<file path="src/rtl/md5_block_core_if.sv">
// md5_block_core_if: block/chain input and digest output handshakes of the MD5 core
interface md5_block_core_if #(parameter int WORD_BITS = 32);
  logic                    i_valid;
  logic                    i_ready;
  logic [16*WORD_BITS-1:0] i_block;
  logic [WORD_BITS-1:0]    i_a, i_b, i_c, i_d;
  logic                    o_valid;
  logic                    o_ready;
  logic [WORD_BITS-1:0]    o_a, o_b, o_c, o_d;
  modport master (output i_valid, i_block, i_a, i_b, i_c, i_d, o_ready,
                  input  i_ready, o_valid, o_a, o_b, o_c, o_d);
  modport slave  (input  i_valid, i_block, i_a, i_b, i_c, i_d, o_ready,
                  output i_ready, o_valid, o_a, o_b, o_c, o_d);
endinterface

</file>
<file path="src/rtl/md5_block_core.sv">
// md5_block_core: iterative MD5 compression of one 512-bit block, STEPS_PER_CYCLE steps per clock
module md5_block_core #(
  parameter int WORD_BITS       = 32,
  parameter int STEPS_PER_CYCLE = 1
) (
  input logic             clk,
  input logic             reset,
  md5_block_core_if.slave bus
);
  if (WORD_BITS != 32) begin : g_bad_width
    $error("md5_block_core: WORD_BITS must be 32");
  end
  if (STEPS_PER_CYCLE != 1 && STEPS_PER_CYCLE != 2 && STEPS_PER_CYCLE != 4) begin : g_bad_steps
    $error("md5_block_core: STEPS_PER_CYCLE must be 1, 2 or 4");
  end
  localparam logic [31:0] T [64] = '{
    32'hd76aa478, 32'he8c7b756, 32'h242070db, 32'hc1bdceee, 32'hf57c0faf, 32'h4787c62a, 32'ha8304613, 32'hfd469501,
    32'h698098d8, 32'h8b44f7af, 32'hffff5bb1, 32'h895cd7be, 32'h6b901122, 32'hfd987193, 32'ha679438e, 32'h49b40821,
    32'hf61e2562, 32'hc040b340, 32'h265e5a51, 32'he9b6c7aa, 32'hd62f105d, 32'h02441453, 32'hd8a1e681, 32'he7d3fbc8,
    32'h21e1cde6, 32'hc33707d6, 32'hf4d50d87, 32'h455a14ed, 32'ha9e3e905, 32'hfcefa3f8, 32'h676f02d9, 32'h8d2a4c8a,
    32'hfffa3942, 32'h8771f681, 32'h6d9d6122, 32'hfde5380c, 32'ha4beea44, 32'h4bdecfa9, 32'hf6bb4b60, 32'hbebfbc70,
    32'h289b7ec6, 32'heaa127fa, 32'hd4ef3085, 32'h04881d05, 32'hd9d4d039, 32'he6db99e5, 32'h1fa27cf8, 32'hc4ac5665,
    32'hf4292244, 32'h432aff97, 32'hab9423a7, 32'hfc93a039, 32'h655b59c3, 32'h8f0ccc92, 32'hffeff47d, 32'h85845dd1,
    32'h6fa87e4f, 32'hfe2ce6e0, 32'ha3014314, 32'h4e0811a1, 32'hf7537e82, 32'hbd3af235, 32'h2ad7d2bb, 32'heb86d391};
  // indexed by {round, step mod 4}
  localparam logic [4:0] SH [16] = '{5'd7, 5'd12, 5'd17, 5'd22, 5'd5, 5'd9, 5'd14, 5'd20,
                                     5'd4, 5'd11, 5'd16, 5'd23, 5'd6, 5'd10, 5'd15, 5'd21};
  localparam logic [6:0] S = 7'(STEPS_PER_CYCLE);
  typedef enum logic [1:0] {IDLE, RUN, DONE} state_t;
  state_t        state, state_n;
  logic [31:0]   x [16];
  logic [31:0]   a, b, c, d, h0, h1, h2, h3;
  logic [6:0]    cnt, cnt_n;
  logic [127:0]  st;
  function automatic logic [31:0] rotl(input logic [31:0] v, input logic [4:0] s);
    logic [63:0] w;
    w = {v, v} << s;
    return w[63:32];
  endfunction
  function automatic logic [3:0] msg_idx(input logic [5:0] j);
    return j[5:4] == 2'd0 ? j[3:0] :
           j[5:4] == 2'd1 ? 4'(5 * j[3:0] + 1) :
           j[5:4] == 2'd2 ? 4'(3 * j[3:0] + 5) : 4'(7 * j[3:0]);
  endfunction
  function automatic logic [127:0] md5_step(input logic [127:0] w, input logic [5:0] j, input logic [31:0] xg);
    logic [31:0] wa, wb, wc, wd, f;
    {wa, wb, wc, wd} = w;
    f = j[5:4] == 2'd0 ? (wb & wc) | (~wb & wd) :
        j[5:4] == 2'd1 ? (wb & wd) | (wc & ~wd) :
        j[5:4] == 2'd2 ? wb ^ wc ^ wd : wc ^ (wb | ~wd);
    return {wd, wb + rotl(wa + f + xg + T[j], SH[{j[5:4], j[1:0]}]), wb, wc};
  endfunction
  // chain this cycle's steps combinationally from the working registers
  always_comb begin
    st = {a, b, c, d};
    for (int k = 0; k < STEPS_PER_CYCLE; k++)
      st = md5_step(st, cnt[5:0] + 6'(k), x[msg_idx(cnt[5:0] + 6'(k))]);
  end
  // sequencer next state; the counter's last RUN value is 64-S
  always_comb begin
    cnt_n = cnt + S;
    state_n = state;
    case (state)
      IDLE:    state_n = bus.i_valid ? RUN : IDLE;
      RUN:     state_n = cnt_n == 7'd64 ? DONE : RUN;
      DONE:    state_n = bus.o_ready ? IDLE : DONE;
      default: state_n = IDLE;
    endcase
  end
  // state register
  always_ff @(posedge clk or negedge reset)
    if (!reset) state <= IDLE;
    else state <= state_n;
  // capture block and chain on accept, advance the working state while running
  always_ff @(posedge clk or negedge reset)
    if (!reset) begin
      for (int k = 0; k < 16; k++) x[k] <= '0;
      {a, b, c, d, h0, h1, h2, h3} <= '0;
      cnt <= '0;
    end else if (state == IDLE && bus.i_valid) begin
      for (int k = 0; k < 16; k++) x[k] <= bus.i_block[32*k +: 32];
      {a, b, c, d} <= {bus.i_a, bus.i_b, bus.i_c, bus.i_d};
      {h0, h1, h2, h3} <= {bus.i_a, bus.i_b, bus.i_c, bus.i_d};
      cnt <= '0;
    end else if (state == RUN) begin
      {a, b, c, d} <= st;
      cnt <= cnt_n;
    end
  assign bus.i_ready = state == IDLE;
  assign bus.o_valid = state == DONE;
  assign bus.o_a = h0 + a;
  assign bus.o_b = h1 + b;
  assign bus.o_c = h2 + c;
  assign bus.o_d = h3 + d;
endmodule

</file>
<file path="src/flat_wrapper.sv">
// flat-port wrapper written by rule: the top's interface ports become plain ports
module md5_block_core_flat 
#(
  parameter int WORD_BITS       = 32,
  parameter int STEPS_PER_CYCLE = 1
)
  (clk, reset, bus_i_valid, bus_i_block, bus_i_a, bus_i_b, bus_i_c, bus_i_d, bus_o_ready, bus_i_ready, bus_o_valid, bus_o_a, bus_o_b, bus_o_c, bus_o_d);
  md5_block_core_if #(.WORD_BITS(WORD_BITS)) bus_i ();
  input logic clk;
  input logic reset;
  input wire logic [$bits(bus_i.i_valid)-1:0] bus_i_valid;
  input wire logic [$bits(bus_i.i_block)-1:0] bus_i_block;
  input wire logic [$bits(bus_i.i_a)-1:0] bus_i_a;
  input wire logic [$bits(bus_i.i_b)-1:0] bus_i_b;
  input wire logic [$bits(bus_i.i_c)-1:0] bus_i_c;
  input wire logic [$bits(bus_i.i_d)-1:0] bus_i_d;
  input wire logic [$bits(bus_i.o_ready)-1:0] bus_o_ready;
  output wire logic [$bits(bus_i.i_ready)-1:0] bus_i_ready;
  output wire logic [$bits(bus_i.o_valid)-1:0] bus_o_valid;
  output wire logic [$bits(bus_i.o_a)-1:0] bus_o_a;
  output wire logic [$bits(bus_i.o_b)-1:0] bus_o_b;
  output wire logic [$bits(bus_i.o_c)-1:0] bus_o_c;
  output wire logic [$bits(bus_i.o_d)-1:0] bus_o_d;
  assign bus_i.i_valid = bus_i_valid;
  assign bus_i.i_block = bus_i_block;
  assign bus_i.i_a = bus_i_a;
  assign bus_i.i_b = bus_i_b;
  assign bus_i.i_c = bus_i_c;
  assign bus_i.i_d = bus_i_d;
  assign bus_i.o_ready = bus_o_ready;
  assign bus_i_ready = bus_i.i_ready;
  assign bus_o_valid = bus_i.o_valid;
  assign bus_o_a = bus_i.o_a;
  assign bus_o_b = bus_i.o_b;
  assign bus_o_c = bus_i.o_c;
  assign bus_o_d = bus_i.o_d;
  md5_block_core #(.WORD_BITS(WORD_BITS), .STEPS_PER_CYCLE(STEPS_PER_CYCLE)) u_core (.clk(clk), .reset(reset), .bus(bus_i));
endmodule
</file>
<file path="config.mk">
export PLATFORM = sky130hd
export DESIGN_NAME = md5_block_core_flat
export DESIGN_NICKNAME = d
export VERILOG_FILES = /design/src/rtl/md5_block_core_if.sv /design/src/rtl/md5_block_core.sv /design/src/flat_wrapper.sv
export SDC_FILE = /design/constraint.sdc
export NUM_CORES = 2
export LEC_CHECK = 0
export ABC_CLOCK_PERIOD_IN_PS = 10780
export BUFFER_PORTS_ARGS = -buffer_cell sky130_fd_sc_hd__buf_2
export CAP_MARGIN = 5
export CORE_ASPECT_RATIO = 0.9
export CORE_MARGIN = 3
export CORE_UTILIZATION = 40
export CTS_CLUSTER_DIAMETER = 60
export DETAILED_ROUTE_END_ITERATION = 7
export PLACE_DENSITY_LB_ADDON = 0.12
export REMOVE_ABC_BUFFERS = 1
export SLEW_MARGIN = 40
export SYNTH_ARGS = -nofsm -noshare
export SYNTH_HDL_FRONTEND = slang
export SYNTH_SLANG_ARGS = --single-unit
</file>
<file path="constraint.sdc">
create_clock -name clk -period 10.78 [get_ports clk]
set_input_delay 0.539 -clock clk [delete_from_list [all_inputs] [get_ports clk]]
set_output_delay 0.539 -clock clk [all_outputs]
set_load 0.005 [all_outputs]
</file>
==> impl_metrics.py <==
metrics = {
    "logic_synthesis": {
        "seq_area_frac_synth": 0.384,
        "synth-compound-area-share": 0.140,
        "synth_mux_area_frac": 0.0945,
        "postSynthAreaPerCell_um2": 8.40,
        "synth_cell_types": 91,
        "ys.flop_type": "dfrtp_1",
        "synthCells": 6032,
        "synth_area_leaders": "dfrtp_1 38%, nand2_1 16%, mux4_2 6.0%",
        "synth_top_cell_by_area": "dfrtp_1",
        "synth_top_area_frac": 0.384,
        "syn-cell-area_um2": 50700,
        "synthAdderAreaFrac": 0.0873,
        "synth_edf_count": 0,
        "synth_top_family_by_area": "simple AND/OR/NAND/NOR gates",
        "async_flop_share": 1.00,
        "ys_ff_latch": 777,
        "ys_warn_count": 0,
        "synth_xor_area_frac": 0.0395,
        "yosys.area_share.simple": 0.212,
    },
    "floorplan": {
        "die_area_um2": 131000,
        "fp.coreArea_um2": 125000,
        "initial_core_util": 0.404,
        "die_y_um": 344,
        "die_w_um": 381,
        "num_io_pins": 774,
        "rows": 123,
    },
    "timing": {
        "tns_ns": 0,
        "fmax_mhz": 96.4,
        "layout_setup_ws_ns": 0.402,
        "drv_slew": 0,
        "worstMarginPinSlew_ns": 0.856,
        "slew_headroom": 0.429,
        "clock_skew_ns": 0.0247,
        "fin_crit_ns": 10.38,
        "post-route-period-util": 0.963,
        "finalHoldViolCount": 0,
        "setup_violations": 0,
    },
    "global_routing": {
        "grt_pass1_vias": 46400,
        "gr-total-overflow": 0,
        "antenna_found_initial": 4,
        "grt_max_degree": 174,
        "grtUsageTotal": 0.281,
        "grt_pass1_wl_um": 285000,
    },
    "layout": {
        "fin_util": 0.504,
        "fillers": 12100,
        "final_common_cell": "nand2_1",
        "drive_gt1_frac": 0.185,
        "area_growth_pct": 24.8,
        "mostFrequentLayoutCells": "2137 x nand2_1, 773 x dfrtp_1, 772 x buf_2",
        "nets": 7922,
    },
    "clocking": {
        "ctsHtreeMaxLevel": 3,
        "cts_sinks": 777,
        "cts_root_buffer": "clkbuf_16",
        "clk_path_buf_depth": 3,
        "numCtsBuffers": 95,
        "clock_latency_ns": 0.71,
        "clk_pin_slew_ns": 0.06,
        "tritoncts": "done",
    },
    "power_and_ir_drop": {
        "leakagePower_nw": 33.1,
        "report.power.total_mw": 6.52,
        "switching_share": 0.233,
        "switching_power_mw": 1.52,
        "p_int_mw": 5.00,
        "power_density_nw_per_um2": 103,
        "ir_drop_mv": 0.123,
        "combPwrFrac": 0.045,
        "pwr-share-clk": 0.507,
        "p_seq_frac": 0.448,
    },
    "critical_path": {
        "cp_max_fo": 38,
        "crit_buf_inv": 5,
        "slowest_delay_ns": 0.55,
        "cp_top_family": "compound AO/OA/AOI/OAI gates",
        "crit_path_start_kind": "flip-flop",
        "cp_common_cell": "a21oi_1",
        "crit_type": "reg -> reg",
        "critPathSlowestCell": "fa_1",
        "worstPathArrival_ns": 11.02,
        "cp.required_ns": 11.42,
        "worstSetupEndpointType": "flip-flop",
    },
    "route": {
        "drt-wirelength-per-cell_um": 21.6,
        "drt-total-wl_um": 189000,
        "ant_nets": 0,
        "vias": 46900,
        "drc": 3,
        "via_per_inst": 5.35,
        "drt_iter0_drc": 3622,
        "dr.pass1.iters": 8,
    },
    "placement": {
        "portBuffers": 773,
        "place_hpwl_um": 140000,
        "gp_congestion": 0.953,
        "dp_slack_ns": 0.292,
    },
    "hold_path": {
        "hold_path.class": "in -> reg",
    },
    "run_status": {
        "status": "complete, but fails checks",
        "violations": "DRC",
    },
    "run": {
        "maxCapViolCount": 0,
    },
}
layout make-up:
type,instances,area [um^2],share of cell area
sequential,777,19500,0.308
clock buffer,129,2660,0.0420
clock inverter,45,573,0.00906
timing repair buffer,1202,8280,0.131
inverter,230,863,0.0137
tap,1687,2110,0.0334
multi-input combinational,4685,29300,0.463
antenna,2,5.00,0.0000792
logic make-up (layout without fill, tap and decap cells):
family / count (synthesis) / in the layout
XOR/XNOR: 226 / 226
multiplexers: 304 / 306
other: 0 / 2
flip-flops: 777 / 777
AO/OA/AOI/OAI: 1124 / 1124
AND/OR/NAND/NOR: 2712 / 2712
buffers and inverters: 572 / 1606
adder cells (fa/ha/maj): 317 / 317
worst reg2reg max path: cells and delay by family (launching register included):
family / cells / cell delay (ns)
multiplexers: 5 / 1.61
adder cells (fa/ha/maj): 6 / 2.47
AO/OA/AOI/OAI: 16 / 3.52
XOR/XNOR: 3 / 0.51
AND/OR/NAND/NOR: 5 / 1.20
flip-flops: 1 / 0.37
buffers and inverters: 5 / 0.62
per-stage QoR:
stage               hold WS [ns]  cell area, um^2  std cells
global placement           0.453            56500       8257
detailed placement         0.458            56700       8262
floorplan                  0.243            49300       5690
global route             0.00752            63200       8757
finish                    0.0421            63200       8757
CTS                     0.000746            62900       8740
metal layers:
layer,up-vias,part of all wire,track usage
li1,22300,-,-
met1,22900,0.45,0.393
met5,-,0,0
met4,0,0.028,0.0800
met3,282,0.053,0.0383
met2,1369,0.47,0.458
timing repair:
item                                    4_1_cts  5_1_grt
hold buffers                                304        0
endpoints found under the setup margin        0        5
hold endpoints to repair                    345        0
gates resized for setup                       0       23
setup buffers                                 0       12
registers in the layout, summed over array words and instances, names as in the netlist:
signal	cells
u_core.state	2
u_core.b	32
u_core.cnt	7
u_core.h0	32
u_core.d	32
u_core.x	512
u_core.h2	32
u_core.a	32
u_core.h3	32
u_core.c	32
u_core.h1	32
power groups by stage:
stage / clock [mW] / combinational [mW] / sequential, mW
final: 3.30 / 0.295 / 2.92
after global placement: 0 / 0.208 / 2.97
after global routing: 3.50 / 0.321 / 2.91
after CTS: 3.37 / 0.299 / 2.92
after floorplan: 0 / 0.00273 / 2.97
after detailed placement: 0 / 0.212 / 2.97
cells in the mapped netlist (all sizes together) (12+ instances only):
| cell type | number |
|---|---|
| nand2 | 2138 |
| dfrtp | 777 |
| a21oi | 375 |
| clkbuf | 296 |
| nor2 | 290 |
| o21ai | 271 |
| inv | 228 |
| ha | 216 |
| mux2i | 147 |
| xnor2 | 136 |
| mux4 | 135 |
| xor2 | 89 |
| a31oi | 88 |
| nand3 | 85 |
| a21o | 72 |
| fa | 71 |
| a211oi | 54 |
| o211ai | 53 |
| nor3 | 49 |
| buf | 46 |
| nor2b | 45 |
| nand2b | 31 |
| maj3 | 30 |
| o21a | 27 |
| o221a | 25 |
| mux2 | 22 |
| o21bai | 18 |
| or3 | 16 |
| and3 | 15 |
| a21boi | 12 |
| and2 | 12 |
| o221ai | 12 |
| o311ai | 12 |
path summary, 6_finish.rpt:
check	start	to	slack, ns	depth (start not counted)
max	u_core.cnt[0]	u_core.b[31]	0.40	40
min	bus_i_block[346]	u_core.x[186]	0.04	3
max reg2reg	u_core.cnt[0]	u_core.b[31]	0.40	40
min reg2reg	u_core.x[460]	u_core.x[460]	0.47	2
max in group asynchronous	reset	u_core.x[379]	8.46	5
min in group asynchronous	reset	u_core.x[127]	0.32	2
Note: power is estimated with default switching activity, not from simulation.
